`config.mk`:
```
export PLATFORM = sky130hd
export DESIGN_NAME = io_mmio_responder_flat
export DESIGN_NICKNAME = d
export VERILOG_FILES = /design/src/rtl/io_mmio_responder_if.sv /design/src/rtl/io_mmio_responder.sv /design/src/flat_wrapper.sv
export SDC_FILE = /design/constraint.sdc
export NUM_CORES = 1
export LEC_CHECK = 0
export ABC_AREA = 1
export BUFFER_PORTS_ARGS = -buffer_cell sky130_fd_sc_hd__buf_2
export CAP_MARGIN = 0
export CORE_MARGIN = 5
export CORE_UTILIZATION = 40
export DETAILED_ROUTE_END_ITERATION = 10
export PLACE_DENSITY_LB_ADDON = 0.15
export SETUP_SLACK_MARGIN = 0.4
export SLEW_MARGIN = 15
export SYNTH_ARGS = -nofsm -noshare
export SYNTH_HDL_FRONTEND = slang
export SYNTH_SLANG_ARGS = --single-unit
```
`constraint.sdc`:
```
create_clock -name clk -period 3.5 [get_ports clk]
set_clock_uncertainty 0.2 [all_clocks]
set_input_delay 0.35 -clock clk [delete_from_list [all_inputs] [get_ports clk]]
set_output_delay 0.35 -clock clk [all_outputs]
set_load 0.02 [all_outputs]
```
`src/rtl/io_mmio_responder_if.sv`:
```
// CPU data-memory store/load bus seen by the MMIO responder.
// The CPU drives the address, store data and write strobe; the responder returns load data combinationally.
interface io_mmio_responder_if;
    logic        memwrite;
    logic [31:0] dataadr;
    logic [31:0] writedata;
    logic [31:0] readdata;

    modport master (output memwrite, dataadr, writedata, input readdata);
    modport slave  (input memwrite, dataadr, writedata, output readdata);
endinterface

```
`src/rtl/io_mmio_responder.sv`:
```
// MMIO responder: STATUS/SWITCH/DISP/CLEAR window, debounced buttons, 8-digit seven-segment scan.
// Optional: define LEADING_ZERO_BLANK_EN to blank digits above the most significant nonzero DISP digit.
module io_mmio_responder #(
    parameter logic [31:0] BASE_ADDR       = 32'h0000_0080,
    parameter int unsigned SCAN_DIV        = 100000,
    parameter int unsigned DEBOUNCE_CYCLES = 500000
) (
    input  logic                 clk,
    input  logic                 reset,
    io_mmio_responder_if.slave   bus,
    input  logic                 btn_l,
    input  logic                 btn_r,
    input  logic [15:0]          sw,
    output logic [7:0]           an,
    output logic                 dp,
    output logic [6:0]           a2g
);

    localparam int unsigned SW = (SCAN_DIV > 1) ? $clog2(SCAN_DIV) : 1;
    localparam int unsigned DW = $clog2(DEBOUNCE_CYCLES + 1);
    localparam logic [SW-1:0] SCAN_LAST = SW'(SCAN_DIV - 1);
    localparam logic [DW-1:0] DB_LAST   = DW'(DEBOUNCE_CYCLES - 1);

    logic [31:0]   disp;
    logic [15:0]   sw_s1, sw_s2;
    logic [1:0]    b_s1, b_s2, acc, pend, rise, clr_mask;
    logic [DW-1:0] cnt [2];
    logic [SW-1:0] scan_cnt;
    logic [2:0]    idx;
    logic [3:0]    digit;
    logic          blank;
    logic          hit, wr_disp, wr_clear;
    logic          unused_addr_lsbs;

    assign unused_addr_lsbs = ^bus.dataadr[1:0];

    assign hit      = (bus.dataadr[31:4] == BASE_ADDR[31:4]);
    assign wr_disp  = bus.memwrite && hit && (bus.dataadr[3:2] == 2'd2);
    assign wr_clear = bus.memwrite && hit && (bus.dataadr[3:2] == 2'd3);
    assign clr_mask = wr_clear ? bus.writedata[1:0] : 2'b00;

    always_comb begin
        bus.readdata = '0;
        if (hit) begin
            case (bus.dataadr[3:2])
                2'd0:    bus.readdata = {30'b0, pend};
                2'd1:    bus.readdata = {16'b0, sw_s2};
                2'd2:    bus.readdata = disp;
                default: bus.readdata = '0;
            endcase
        end
    end

    // Bit 1 is the left button, bit 0 the right, matching the STATUS and CLEAR layouts.
    always_comb begin
        rise = '0;
        for (int unsigned i = 0; i < 2; i++) begin
            rise[i] = b_s2[i] && !acc[i] && (cnt[i] == DB_LAST);
        end
    end

    always_ff @(posedge clk) begin
        if (reset) begin
            disp  <= '0;
            sw_s1 <= '0;
            sw_s2 <= '0;
            b_s1  <= '0;
            b_s2  <= '0;
            acc   <= '0;
            pend  <= '0;
            for (int unsigned i = 0; i < 2; i++) begin
                cnt[i] <= '0;
            end
        end else begin
            sw_s1 <= sw;
            sw_s2 <= sw_s1;
            b_s1  <= {btn_l, btn_r};
            b_s2  <= b_s1;
            if (wr_disp) begin
                disp <= bus.writedata;
            end
            for (int unsigned i = 0; i < 2; i++) begin
                if (b_s2[i] != acc[i]) begin
                    if (cnt[i] == DB_LAST) begin
                        acc[i] <= b_s2[i];
                        cnt[i] <= '0;
                    end else begin
                        cnt[i] <= cnt[i] + DW'(1);
                    end
                end else begin
                    cnt[i] <= '0;
                end
            end
            // A rise on the same edge as a clear keeps the flag set.
            pend <= (pend & ~clr_mask) | rise;
        end
    end

    always_ff @(posedge clk) begin
        if (reset) begin
            scan_cnt <= '0;
            idx      <= '0;
        end else if (scan_cnt == SCAN_LAST) begin
            scan_cnt <= '0;
            idx      <= idx + 3'd1;
        end else begin
            scan_cnt <= scan_cnt + SW'(1);
        end
    end

    assign digit = disp[{idx, 2'b00} +: 4];

`ifdef LEADING_ZERO_BLANK_EN
    logic [2:0] msd;
    always_comb begin
        msd = '0;
        for (int unsigned k = 1; k < 8; k++) begin
            if (disp[4*k +: 4] != 4'h0) begin
                msd = 3'(k);
            end
        end
    end
    assign blank = (idx > msd);
`else
    assign blank = 1'b0;
`endif

    function automatic logic [6:0] hex7(input logic [3:0] d);
        case (d)
            4'h0: hex7 = 7'b1000000;
            4'h1: hex7 = 7'b1111001;
            4'h2: hex7 = 7'b0100100;
            4'h3: hex7 = 7'b0110000;
            4'h4: hex7 = 7'b0011001;
            4'h5: hex7 = 7'b0010010;
            4'h6: hex7 = 7'b0000010;
            4'h7: hex7 = 7'b1111000;
            4'h8: hex7 = 7'b0000000;
            4'h9: hex7 = 7'b0010000;
            4'hA: hex7 = 7'b0001000;
            4'hB: hex7 = 7'b0000011;
            4'hC: hex7 = 7'b1000110;
            4'hD: hex7 = 7'b0100001;
            4'hE: hex7 = 7'b0000110;
            default: hex7 = 7'b0001110;
        endcase
    endfunction

    always_comb begin
        if (blank) begin
            an  = '1;
            a2g = '1;
        end else begin
            an  = ~(8'b1 << idx);
            a2g = hex7(digit);
        end
    end

    assign dp = 1'b1;

endmodule

```
`src/flat_wrapper.sv`:
```
// flat-port wrapper written by rule: the top's interface ports become plain ports
module io_mmio_responder_flat 
#(
    parameter logic [31:0] BASE_ADDR       = 32'h0000_0080,
    parameter int unsigned SCAN_DIV        = 100000,
    parameter int unsigned DEBOUNCE_CYCLES = 500000
)
  (clk, reset, btn_l, btn_r, sw, an, dp, a2g, bus_memwrite, bus_dataadr, bus_writedata, bus_readdata);
  io_mmio_responder_if bus_i ();
  input  logic clk;
  input  logic reset;
  input  logic btn_l;
  input  logic btn_r;
  input  logic [15:0] sw;
  output logic [7:0] an;
  output logic dp;
  output logic [6:0] a2g;
  input wire logic [$bits(bus_i.memwrite)-1:0] bus_memwrite;
  input wire logic [$bits(bus_i.dataadr)-1:0] bus_dataadr;
  input wire logic [$bits(bus_i.writedata)-1:0] bus_writedata;
  output wire logic [$bits(bus_i.readdata)-1:0] bus_readdata;
  assign bus_i.memwrite = bus_memwrite;
  assign bus_i.dataadr = bus_dataadr;
  assign bus_i.writedata = bus_writedata;
  assign bus_readdata = bus_i.readdata;
  io_mmio_responder #(.BASE_ADDR(BASE_ADDR), .SCAN_DIV(SCAN_DIV), .DEBOUNCE_CYCLES(DEBOUNCE_CYCLES)) u_core (.clk(clk), .reset(reset), .bus(bus_i), .btn_l(btn_l), .btn_r(btn_r), .sw(sw), .an(an), .dp(dp), .a2g(a2g));
endmodule
```
### Word level (Yosys, flattened, before mapping)

Memory sizes are Yosys's and may differ from the RTL's.
Cells that the tools add are included.

| storage, ports and cells | value |
|---|---|
| bits in writable memories | 38 |
| output and inout bits | 48 |
| flip-flop bits (word level) | 92 |
| word-level logic and storage cells | 83 |
| memories kept | 2 |
| input bits | 85 |
| bits in read-only memories | 112 |

| operators by class | value |
|---|---|
| shifts and indexed selects | 2 |
| equality and inequality tests | 9 |
| bitwise logic cells | 10 |
| $add $sub $neg | 4 |
| multiplexer cells | 33 |
| reduce and logical (&&, ||, !) cells | 13 |

Memories:

| memory | words | bits a word | rd ports | clocked after memory_dff | write ports | RTL line | RTL |
|---|---|---|---|---|---|---|---|
| (no name shown) | 16 | 7 | 1 | 0 | 0 | io_mmio_responder.sv:129 | `case (d)` |
| u_core.cnt | 2 | 19 | 2 | 0 | 2 | io_mmio_responder.sv:27 | `logic [DW-1:0] cnt [2];` |

Operators by type and width:

| kind | number |
|---|---|
| $mux 19 | 6 |
| $pmux 32 s3 | 1 |
| $add 19x1->19 const B | 2 |
| $eq 19x19->1 const B | 2 |
| $mux 32 | 1 |
| $shiftx 32x6->4 | 1 |
| $eq 28x4->1 const B | 1 |
| $mux 1 | 24 |
| $add 17x1->17 const B | 1 |
| $eq 17x17->1 const B | 1 |
| $not 8->8 | 1 |
| $shl 1x3->8 const A | 1 |
| $logic_and 1x1->1 | 7 |
| $or 1x1->1 | 6 |
| $eq 2x2->1 const B | 2 |
| $reduce_and 2->1 | 2 |
| $add 3x1->3 const B | 1 |
| $and 2x2->2 | 1 |
| $eq 2x1->1 const B | 1 |
| $logic_not 1->1 | 2 |
| $logic_not 2->1 | 1 |
| $mux 2 | 1 |
| $ne 1x1->1 | 2 |
| $not 2->2 | 1 |
| other kinds (2) | 2 |

### Logic depth before layout (Yosys ltp)

An unclocked memory read counts as a cell.

| logic depth | value |
|---|---|
| word-level depth | 9 |
| gate-level depth with buffers | 13 |
| depth with buffers taken out | 12 |

### Least setup slack after synthesis

No wires, ideal clock.

| path | value |
|---|---|
| path kind | flip-flop to output port |
| start | register u_core.idx[0] |
| end | output port a2g[2] |
| required time | 2.950 ns |
| stages on the path, launching flop included | 10 |
| slack | 0.947 ns |
| buffers on the path | 2 |
| arrival time | 2.003 ns |
| cell sequence | dfxtp_1 -> buf_2 -> buf_6 -> a21oi_1 -> o21ai_0 -> nand2_1 -> o21ai_0 -> ha_1 -> nand2_1 -> o21ai_0 |

| between the ends | value |
|---|---|
| cells in the longest elaborated chain, start to end | 2 |

Ends and longest elaborated chain:

| element | RTL line | RTL |
|---|---|---|
| from (decl) | io_mmio_responder.sv:29 | `logic [2:0] idx;` |
| from (signal assigned) | io_mmio_responder.sv:105 | `idx <= idx + 3'd1;` |
| $shiftx 32x6->4 | io_mmio_responder.sv:111 | `assign digit = disp[{idx, 2'b00} +: 4];` |
| $mem_v2 16x7 | - |  |
| to (decl) | flat_wrapper.sv:17 | `output logic [6:0] a2g;` |

Every way passes these cells.

### Worst setup path in the final report

| path | value |
|---|---|
| start | register u_core.idx[0] |
| end | output port a2g[5] |

The elaborated chain is that of the path after synthesis.

==> flow_summary_export.csv <==
group,metric,value,unit
sta,fin_crit,2.87,ns
critical_path,r2r_cells,6,
synth,synth_seq_area_share,44.4,%
critical_path,critPathLaunchType,"flop",
layout,drive_gt1_share,19.2,%
worst_hold_path,whs_path_depth,3,
sta,fin_tns_setup,0,ns
synth,yosys_warnings,0,
sta,hold_viol_final,0,
critical_path,path_cells,"inv_2, o21ai_0, nand2_1, o21ai_2, inv_1, ha_1, nand2_1, o21ai_0, nand2_1, nand2_1, buf_2",
critical_path,worstSetupPathType,"reg -> out",
clocking,insertion_delay,0.42,ns
power_and_ir_drop,p_total,3.73,mW
critical_path,r2r_end,"u_core.cnt[1][11]$_SDFFCE_PP0P_",
detailed_routing,drt_iter0_drc,229,
clocking,cts.sinks,130,
placement,io_buffers,129,
critical_path,rrSetupSlack,1.36,ns
placement,gp_congestion,0.798,
worst_hold_path,hp-start,"bus_writedata[12]",
detailed_routing,num_vias,6089,
sta,min_period_over_period,82.1,%
sta,finalSetupViolCount,0,
detailed_routing,drcViolationCount,0,
clocking,htree_levels,4,
job,maxCapViolations,0,
detailed_routing,wl,16500,µm
synth,synthDistinctLibCells,44,
layout,mostFrequentLayoutCells,"203 x nand2_1, 157 x nor2_1, 129 x buf_2, 119 x inv_1, 90 x dfxtp_1",
layout,area_growth,31.1,%
synth,synth.area.top_cells,"dfxtp_1 27%, edfxtp_1 17%, nand2_1 11%",
power_and_ir_drop,p_int,2.93,mW
floorplanning,dieArea,19500,µm²
critical_path,crit_path_end_kind,"output pin",
power_and_ir_drop,p_leak,4.05,nW
layout,layout.nets,1228,
floorplanning,die_w,140,µm
floorplanning,initial_utilization,40.7,%
synth,postSynthCellCount,916,
worst_hold_path,hold_end,"u_core.disp[12]$_SDFFE_PP0P_",
synth,synth_flop_cell,"dfxtp_1",
worst_hold_path,hp-class,"in -> reg",
sta,whs,0.0290,ns
placement,pre_cts_slack,0.604,ns
layout,final_common_cell,"nand2_1",
grt,grt_pass1_vias,5817,
layout,antenna_cells,0,
power_and_ir_drop,combinationalPowerShare,5.5,%
grt,grt_util_all_layers,17.3,%
power_and_ir_drop,ir_worst_vdd,0.359,mV
grt,grt_pass1_wl,27700,µm
floorplanning,num_io_pins,133,
detailed_routing,vias_per_cell,4.48,
sta,finalMaxSlewViolations,0,
placement,dpl.hpwl,11800,µm
synth,synth_seq_cells,130,
floorplanning,core-area,16500,µm²
grt,grt_max_degree,53,
sta,layout_setup_ws,0.626,ns
clocking,cts_buffers,17,
critical_path,path_buf_inv,3,
grt,antenna_found_initial,0,
critical_path,crit_slowest_cell,"dfxtp_4",
detailed_routing,dr.pass1.iters,4,
critical_path,slowest_delay,0.43,ns
synth,synth_area_per_cell,7.34,µm²
floorplanning,die_y,140,µm
power_and_ir_drop,p_sw,800,µW
floorplanning,fp-row-count,47,
sta,slew_headroom,29.1,%
synth,synth_edf_count,38,
detailed_routing,drtAntennaViolNets,0,
clocking,clk_pin_slew,0.06,ns
critical_path,r2r-start,"u_core.cnt[1][0]$_SDFFCE_PP0P_",
layout,stdcell_count,1358,
synth,yosysTopAreaCellShare,27.4,%
power_and_ir_drop,power_frac_seq,43.3,%
sta,worst_slew_pin_slew,1.06,ns
critical_path,cp_top_family,"compound AO/OA/AOI/OAI gates",
critical_path,critPathMostFrequentCell,"nand2_1",
synth,synth_async_sr_flop_share,0,%
clocking,cts_tree,"yes",
power_and_ir_drop,p_per_area,423,nW/µm²
layout,fillers,1634,
critical_path,cp.arrival,2.32,ns
detailed_routing,wl_per_cell,12.2,µm
placement,dp_cells,1277,
grt,grt_overflow,0,
power_and_ir_drop,clkPwrFrac,51.2,%
sta,rsz0062_at_grt,"yes",
clocking,clk_path_buf_depth,2,
power_and_ir_drop,p_sw_share,21.5,%
sta,max_freq,348,MHz
critical_path,required,2.95,ns
outcome,status,"complete, no violations",
synth,syn-cell-area,6720,µm²
critical_path,crit_fanout,14,
clocking,cts_root_buf,"clkbuf_16",
synth,synth_top_area_cell,"dfxtp_1",
## worst reg2reg max path, delay by kind of cell, from the launching register on
family	cells	cell delay (ns)
simple gates	3	0.36
compound gates	1	0.57
flops	1	0.41
fa+ha+maj	1	0.22
buf+inv	1	0.09
## per-layer routing
| layer | global-route usage [%] | routed length (µm) | vias up |
|---|---|---|---|
| met5 | 0 | 0 | - |
| met4 | 4.90 | 222 | 0 |
| met1 | 23.1 | 7960 | 2682 |
| met3 | 4.70 | 779 | 18 |
| li1 | - | - | 3267 |
| met2 | 27.9 | 7560 | 122 |
## synth_stat cells (2+ instances only)
library cell and n:
nand3_1 28, nor2_4 2, a21oi_1 59, buf_2 9, nor2_2 24, buf_6 4, xnor2_1 5, or2_2 7
nor2_1 157, nand3_2 3, nor3_1 35, nor3b_1 6, edfxtp_1 38, inv_2 2, buf_4 4, a31oi_1 2
nor3_2 3, nand4_1 17, or2_0 2, ha_1 18, a221oi_1 2, nand2_1 204, dfxtp_1 92, o21ai_0 23
nand2_2 4, xor2_1 17, clkbuf_1 14, inv_1 119
## kinds of logic after synthesis
group / count (synthesis) / share of synthesized area [%]
simple gates: 497 / 32.5
buf+inv: 155 / 9.53
flops: 130 / 44.4
compound gates: 93 / 7.37
xor+xnor: 22 / 2.87
fa+ha+maj: 18 / 3.35
other cells: 1 / 0.0558
## how the worst max path moves through the flow
| stage | startpoint | end | slack [ns] | cells after the start |
|---|---|---|---|---|
| finish | u_core.idx[0]$_SDFFE_PP0P_ | a2g[5] | 0.63 | 11 |
| global route | u_core.idx[0]$_SDFFE_PP0P_ | a2g[4] | 0.39 | 10 |
| CTS | u_core.idx[0]$_SDFFE_PP0P_ | a2g[5] | 0.44 | 12 |
| detailed placement | u_core.idx[0]$_SDFFE_PP0P_ | a2g[5] | 0.60 | 11 |
| global placement | u_core.idx[0]$_SDFFE_PP0P_ | a2g[5] | 0.63 | 12 |
| floorplan | u_core.idx[0]$_SDFFE_PP0P_ | a2g[2] | 0.95 | 9 |
## layout make-up
class	count	area (µm²)	area share, %
multi-input combinational	669	3250	36.8
sequential	130	2990	33.9
timing repair buffer	184	1180	13.4
clock buffer	23	543	6.16
inverter	123	464	5.27
tap	220	275	3.12
clock inverter	9	109	1.23
## state kept, by name, indices dropped and copies added (netlist names)
| signal | count |
|---|---|
| u_core.acc | 2 |
| u_core.sw_s2 | 16 |
| u_core.disp | 32 |
| u_core.pend | 2 |
| u_core.b_s1 | 2 |
| u_core.b_s2 | 2 |
| u_core.cnt | 38 |
| u_core.sw_s1 | 16 |
| u_core.idx | 3 |
| u_core.scan_cnt | 17 |
## power groups by stage
stage / clock network (mW) / logic, mW / registers, mW
final: 1.91 / 0.204 / 1.61
after global routing: 2.02 / 0.234 / 1.62
after CTS: 1.95 / 0.204 / 1.62
after detailed placement: 0 / 0.160 / 1.65
after global placement: 0 / 0.159 / 1.65
after floorplan: 0 / 0.0913 / 1.64
## repair_timing
item | CTS | global route
resized for setup | 3 | 5
hold buffers | 49 | 0
setup endpoints to repair | 7 | 7
setup buffers | 0 | 0
gates cloned | 0 | 0
hold endpoints to repair | 49 | 0
## per-stage QoR
stage                     area [µm²]  util, %
after floorplan                 6870        -
after global placement          7650     46.3
after detailed placement        7650     46.3
after CTS                       8800     53.3
after global routing            8810     53.3
final                           8810     53.3
Power figures use the tool's default switching activity.
